### src/rtl/cpu_pkg.sv
// rtl/cpu_pkg.sv - shared arbiter state encoding and burst limit default
package cpu_pkg;

    typedef enum logic [1:0] {
        ST_IDLE   = 2'b00,
        ST_GRANT0 = 2'b01,
        ST_GRANT1 = 2'b10
    } arb_state_e;

    localparam int unsigned MAX_BURST_DEFAULT = 4;

endpackage

### src/rtl/mux_arbiter_8_mux2.sv
// rtl/mux_arbiter_8_mux2.sv - shared 8-bit 2:1 data mux
module mux_arbiter_8_mux2 (
    input  logic       sel,
    input  logic [7:0] in0,
    input  logic [7:0] in1,
    output logic [7:0] out
);

    assign out = sel ? in1 : in0;

endmodule

### src/rtl/mux_arbiter_8.sv
// rtl/mux_arbiter_8.sv - two-requester burst arbiter feeding one registered output beat
module mux_arbiter_8
    import cpu_pkg::*;
#(
    parameter int unsigned MAX_BURST = MAX_BURST_DEFAULT
) (
    input  logic       clk,
    input  logic       rst_n,
    input  logic       req0_valid,
    input  logic [7:0] req0_data,
    input  logic       req0_last,
    output logic       req0_ready,
    input  logic       req1_valid,
    input  logic [7:0] req1_data,
    input  logic       req1_last,
    output logic       req1_ready,
    output logic       mux_sel,
    output logic       out_valid,
    output logic [7:0] out_data,
    output logic       out_src,
    output logic       out_last,
    input  logic       out_ready
);

    localparam logic [3:0] BURST_LIMIT = 4'(MAX_BURST);

    arb_state_e state_q, state_d;
    logic       last_grant_q, last_grant_d;
    logic [3:0] beat_cnt_q, beat_cnt_d;
    logic       out_valid_q, out_valid_d;
    logic [7:0] out_data_q, out_data_d;
    logic       out_src_q, out_src_d;
    logic       out_last_q, out_last_d;

    logic [7:0] mux_data;
    logic       slot_free;
    logic       sel_valid;
    logic       sel_last;
    logic       other_valid;
    logic       accept;
    logic       release_burst;
    logic [3:0] cnt_inc;
    logic       enter;
    logic       enter_idx;

    mux_arbiter_8_mux2 u_data_mux (
        .sel (mux_sel),
        .in0 (req0_data),
        .in1 (req1_data),
        .out (mux_data)
    );

    assign mux_sel       = (state_q == ST_GRANT1);
    assign slot_free     = !out_valid_q || out_ready;
    assign req0_ready    = (state_q == ST_GRANT0) && slot_free;
    assign req1_ready    = (state_q == ST_GRANT1) && slot_free;
    assign sel_valid     = mux_sel ? req1_valid : req0_valid;
    assign sel_last      = mux_sel ? req1_last : req0_last;
    assign other_valid   = mux_sel ? req0_valid : req1_valid;
    assign accept        = (state_q != ST_IDLE) && slot_free && sel_valid;
    assign cnt_inc       = beat_cnt_q + 4'd1;
    assign release_burst = accept && (sel_last || (cnt_inc == BURST_LIMIT));

    always_comb begin
        state_d      = state_q;
        last_grant_d = last_grant_q;
        beat_cnt_d   = beat_cnt_q;
        out_valid_d  = out_valid_q;
        out_data_d   = out_data_q;
        out_src_d    = out_src_q;
        out_last_d   = out_last_q;
        enter        = 1'b0;
        enter_idx    = 1'b0;

        if (accept) begin
            beat_cnt_d  = cnt_inc;
            out_valid_d = 1'b1;
            out_data_d  = mux_data;
            out_src_d   = mux_sel;
            out_last_d  = sel_last;
        end else if (out_ready) begin
            out_valid_d = 1'b0;
        end

        case (state_q)
            ST_IDLE: begin
                // On a tie last_grant_q picks the requester that was not served last
                if (req0_valid && (!req1_valid || last_grant_q)) begin
                    enter     = 1'b1;
                    enter_idx = 1'b0;
                end else if (req1_valid) begin
                    enter     = 1'b1;
                    enter_idx = 1'b1;
                end
            end
            ST_GRANT0, ST_GRANT1: begin
                if (release_burst) begin
                    if (other_valid) begin
                        enter     = 1'b1;
                        enter_idx = !mux_sel;
                    end else if (sel_valid) begin
                        enter     = 1'b1;
                        enter_idx = mux_sel;
                    end else begin
                        state_d = ST_IDLE;
                    end
                end
            end
            default: state_d = ST_IDLE;
        endcase

        if (enter) begin
            state_d      = enter_idx ? ST_GRANT1 : ST_GRANT0;
            last_grant_d = enter_idx;
            beat_cnt_d   = 4'd0;
        end
    end

    always_ff @(posedge clk or negedge rst_n) begin
        if (!rst_n) begin
            state_q      <= ST_IDLE;
            last_grant_q <= 1'b1;
            beat_cnt_q   <= 4'd0;
            out_valid_q  <= 1'b0;
            out_data_q   <= 8'h00;
            out_src_q    <= 1'b0;
            out_last_q   <= 1'b0;
        end else begin
            state_q      <= state_d;
            last_grant_q <= last_grant_d;
            beat_cnt_q   <= beat_cnt_d;
            out_valid_q  <= out_valid_d;
            out_data_q   <= out_data_d;
            out_src_q    <= out_src_d;
            out_last_q   <= out_last_d;
        end
    end

    assign out_valid = out_valid_q;
    assign out_data  = out_data_q;
    assign out_src   = out_src_q;
    assign out_last  = out_last_q;

endmodule

### config.mk
export PLATFORM = sky130hd
export DESIGN_NAME = mux_arbiter_8
export DESIGN_NICKNAME = d
export VERILOG_FILES = /design/src/rtl/cpu_pkg.sv /design/src/rtl/mux_arbiter_8_mux2.sv /design/src/rtl/mux_arbiter_8.sv
export SDC_FILE = /design/constraint.sdc
export NUM_CORES = 1
export LEC_CHECK = 0
export ABC_AREA = 1
export ABC_CLOCK_PERIOD_IN_PS = 1770
export CAP_MARGIN = 25
export CORE_UTILIZATION = 39
export CTS_CLUSTER_SIZE = 24
export DETAILED_ROUTE_END_ITERATION = 8
export MAX_ROUTING_LAYER = met4
export PLACE_DENSITY = 0.75
export RECOVER_POWER = 50
export SYNTH_ARGS = -nofsm -noshare
export SYNTH_HDL_FRONTEND = slang
export SYNTH_SLANG_ARGS = --single-unit
### constraint.sdc
create_clock -name clk -period 1.77 [get_ports clk]
set_clock_uncertainty 0.1 [all_clocks]
set_input_delay 0.177 -clock clk [delete_from_list [all_inputs] [get_ports clk]]
set_output_delay 0.177 -clock clk [all_outputs]
set_load 0.01 [all_outputs]
==> impl_metrics.env <==
export IMPL_fin_crit_sh_pct=97.9
export IMPL_fmax_ghz=0.577
export IMPL_core_mm2=0.00232
export IMPL_p_per_area_mw_per_mm2=1560
export IMPL_cts_tree="yes"
export IMPL_ir_drop_mv=0.865
export IMPL_worst_slew_pin_slew_ps=1000
export IMPL_numPortBuffers=36
export IMPL_wire_per_inst_um=12.5
export IMPL_synth_top_area_cell="dfrtp_1"
export IMPL_grt_pass1_vias=882
export IMPL_synth_main_ff_cell="dfrtp_1"
export IMPL_fin_area_mm2=0.00149
export IMPL_grt_usage_pct=20.5
export IMPL_critPathRequiredTime_ps=1490
export IMPL_ys_ff_latch=18
export IMPL_cp_start_kind="flop"
export IMPL_synth_top_area_share_pct=42.7
export IMPL_drv_slew=0
export IMPL_drt_iter0_drc=17
export IMPL_synth_edf_count=0
export IMPL_syn_avg_cell_area_um2=8.17
export IMPL_placed_cell_area_mm2=0.00142
export IMPL_areaGrowthSynthToFinish_pct=49.4
export IMPL_hold_viol_final=0
export IMPL_synth_nets=150
export IMPL_netlist_instances=122
export IMPL_die_y_um=52.6
export IMPL_hp_class="in2reg"
export IMPL_vias=963
export IMPL_ys_types=24
export IMPL_crit_cells=4
export IMPL_rr_startpoint="state_q[1]"
export IMPL_arrival_ps=1460
export IMPL_cp_end_kind="output pin"
export IMPL_cpPeakStageDelay_ps=410
export IMPL_drc=0
export IMPL_r2r_end="state_q[0]"
export IMPL_rsz0062_at_grt="true"
export IMPL_hpwl_mm=1.86
export IMPL_finish_utilization_pct=64.3
export IMPL_setup_viol=0
export IMPL_via_per_inst=4.91
export IMPL_ys_async_sr_fraction_pct=100
export IMPL_r2r_slack_ps=60
export IMPL_rows=17
export IMPL_cts_made_buffers=3
export IMPL_overflow=0
export IMPL_cts_root_buf="clkbuf_4"
export IMPL_yosysWarnings=0
export IMPL_crit_chain="buf_6 -> ha_4 -> buf_4 -> dlygate4sd2_1"
export IMPL_h_tree_depth=1
export IMPL_slew_headroom_pct=33.3
export IMPL_maxCapViolCount=0
export IMPL_antenna_cells=0
export IMPL_dieArea_mm2=0.00276
export IMPL_crit_path_end="mux_sel"
export IMPL_yosysSeqAreaShare_pct=45.3
export IMPL_path_clk_slew_ps=120
export IMPL_crit_start="state_q[1]"
export IMPL_drive_gt1_share_pct=17.9
export IMPL_clk_insertion_delay_late_ps=300
export IMPL_grt_pass1_wl_mm=4.00
export IMPL_cp_max_fo=7
export IMPL_busiest_layer="met2"
export IMPL_crit_path_top_delay_cell="dfrtp_1"
export IMPL_start_util_pct=43.0
export IMPL_use_met2_pct=31.4
export IMPL_firstDrtPassIters=6
export IMPL_cts_sinks=18
export IMPL_fill_cells=196
export IMPL_synth_area_top_cells="dfrtp_1 43%, nand2_1 14%, ha_1 6.3%"
export IMPL_crit_buf_inv=3
export IMPL_crit_family="buffers and inverters"
export IMPL_num_io_pins=37
export IMPL_synth_cell_area_um2=997
export IMPL_grt_max_degree=19
export IMPL_worstSetupPathType="reg2out"
export IMPL_die_width_um=52.6
export IMPL_fin_crit_ps=1730
export IMPL_place_gp_congestion=0.860
export IMPL_leakagePower_nw=0.697
export IMPL_use_met1_pct=27.0
export IMPL_grt_use_met3_pct=2.61
export IMPL_antenna_left=0
export IMPL_outcome="finished, final reports clean"
export IMPL_wl_mm=2.46
export IMPL_cts_hold_buf=0
export IMPL_clockBufferDepth=2
export IMPL_rr_worst_depth=12
export IMPL_nets=197
export IMPL_grt_antenna_before_repair=0
registers in the layout (all words and copies together), names as in the netlist:
name	count
out_data	8
beat_cnt_q	4
state_q	2
last_grant_q	1
out_last	1
out_src	1
out_valid	1
area by class of cell:
class / instances / area, um2 / share of cell area [%]
multi-input combinational: 86 / 487 / 32.7
sequential: 18 / 452 / 30.3
timing repair buffer: 46 / 428 / 28.7
inverter: 14 / 52.6 / 3.53
clock buffer: 4 / 36.3 / 2.43
tap: 28 / 35.0 / 2.35
cells by family (layout without fill, tap and decap cells):
kind of cell               after synthesis  after routing  share of synthesized area, %
adders and majority gates                5              5                          6.27
xor gates and xnor gates                 2              2                          1.76
DFF                                     18             18                          45.3
AOI/OAI and AO/OA                       19             19                          12.0
and+or+nand+nor                         60             60                          26.0
buffers and inverters                   18             64                          8.66
worst min path at each step:
stage               cells after the start    startpoint  slack [ps]             to
floorplan                               0         rst_n        -220  beat_cnt_q[0]
global route                            3  req1_data[5]         330    out_data[5]
CTS                                     2         rst_n          90      out_valid
global placement                        2  last_grant_q         360   last_grant_q
detailed placement                      2  last_grant_q         360   last_grant_q
finish                                  3  req0_data[1]         330    out_data[1]
cell usage in the layout (no fill, tap or decap), types with 2 or more instances in the layout:
cell             instances
a21oi_1                  5
ha_1                     4
nor2_1                  12
o21ai_0                  2
nand2_4                  2
nand2_1                 37
dlygate4sd3_1            2
a31oi_1                  8
nand3_1                  3
clkdlybuf4s50_1         31
inv_1                    8
a22oi_1                  2
dfrtp_1                 17
dlygate4sd2_1            2
inv_2                    6
clkbuf_4                 3
buf_4                    8
nand4_1                  2
cells in the mapped netlist (2+ instances only):
| cell type | instances |
|---|---|
| buf_6 | 2 |
| a22oi_1 | 2 |
| nand4_1 | 2 |
| nand2_2 | 2 |
| o21ai_0 | 2 |
| ha_1 | 5 |
| a31oi_1 | 8 |
| dfrtp_1 | 17 |
| nor2_1 | 12 |
| a21oi_1 | 5 |
| nand2_1 | 37 |
| nand3_1 | 4 |
| inv_2 | 5 |
| inv_1 | 9 |
metrics by stage:
| step | cells | hold slack (ps) | setup TNS, ps | setup slack (ps) | power, mW |
|---|---|---|---|---|---|
| after floorplan | 122 | -219 | 0 | 29.7 | 1.45 |
| after CTS | 195 | 89.8 | 0 | 18.1 | 2.28 |
| final | 196 | 326 | 0 | 37.7 | 2.32 |
| after global routing | 196 | 334 | -158 | -48.9 | 2.49 |
| after detailed placement | 190 | 361 | 0 | 5.47 | 2.00 |
| after global placement | 190 | 361 | 0 | 52.1 | 1.95 |
what timing repair did:
action / CTS / global route
buffers inserted: 1 / 1
pin swaps: 0 / 2
gates resized for setup: 5 / 7
setup endpoints to repair: 5 / 13
worst reg2reg max path: cells and delay by family, from the launching register on:
| kind | cells | cell delay, ps |
|---|---|---|
| flip-flops | 1 | 410 |
| AO/OA/AOI/OAI | 1 | 150 |
| buffers and inverters | 3 | 310 |
| adder cells (fa/ha/maj) | 1 | 170 |
| AND/OR/NAND/NOR | 7 | 470 |
power breakdown:
part	leakage, nW	internal, mW	switching (mW)
Combinational	0.460	0.654	0.702
Sequential	0.216	0.597	0.0996
Clock	0.0210	0.126	0.140
Total	0.697	1.38	0.942
routing by layer:
layer | routed length (um) | vias up
met1 | 1100 | 445
li1 | - | 481
met5 | 0 | -
met3 | 101 | 4
met4 | 34 | 0
met2 | 1220 | 33
No activity file was read; power rests on OpenSTA's default activity.
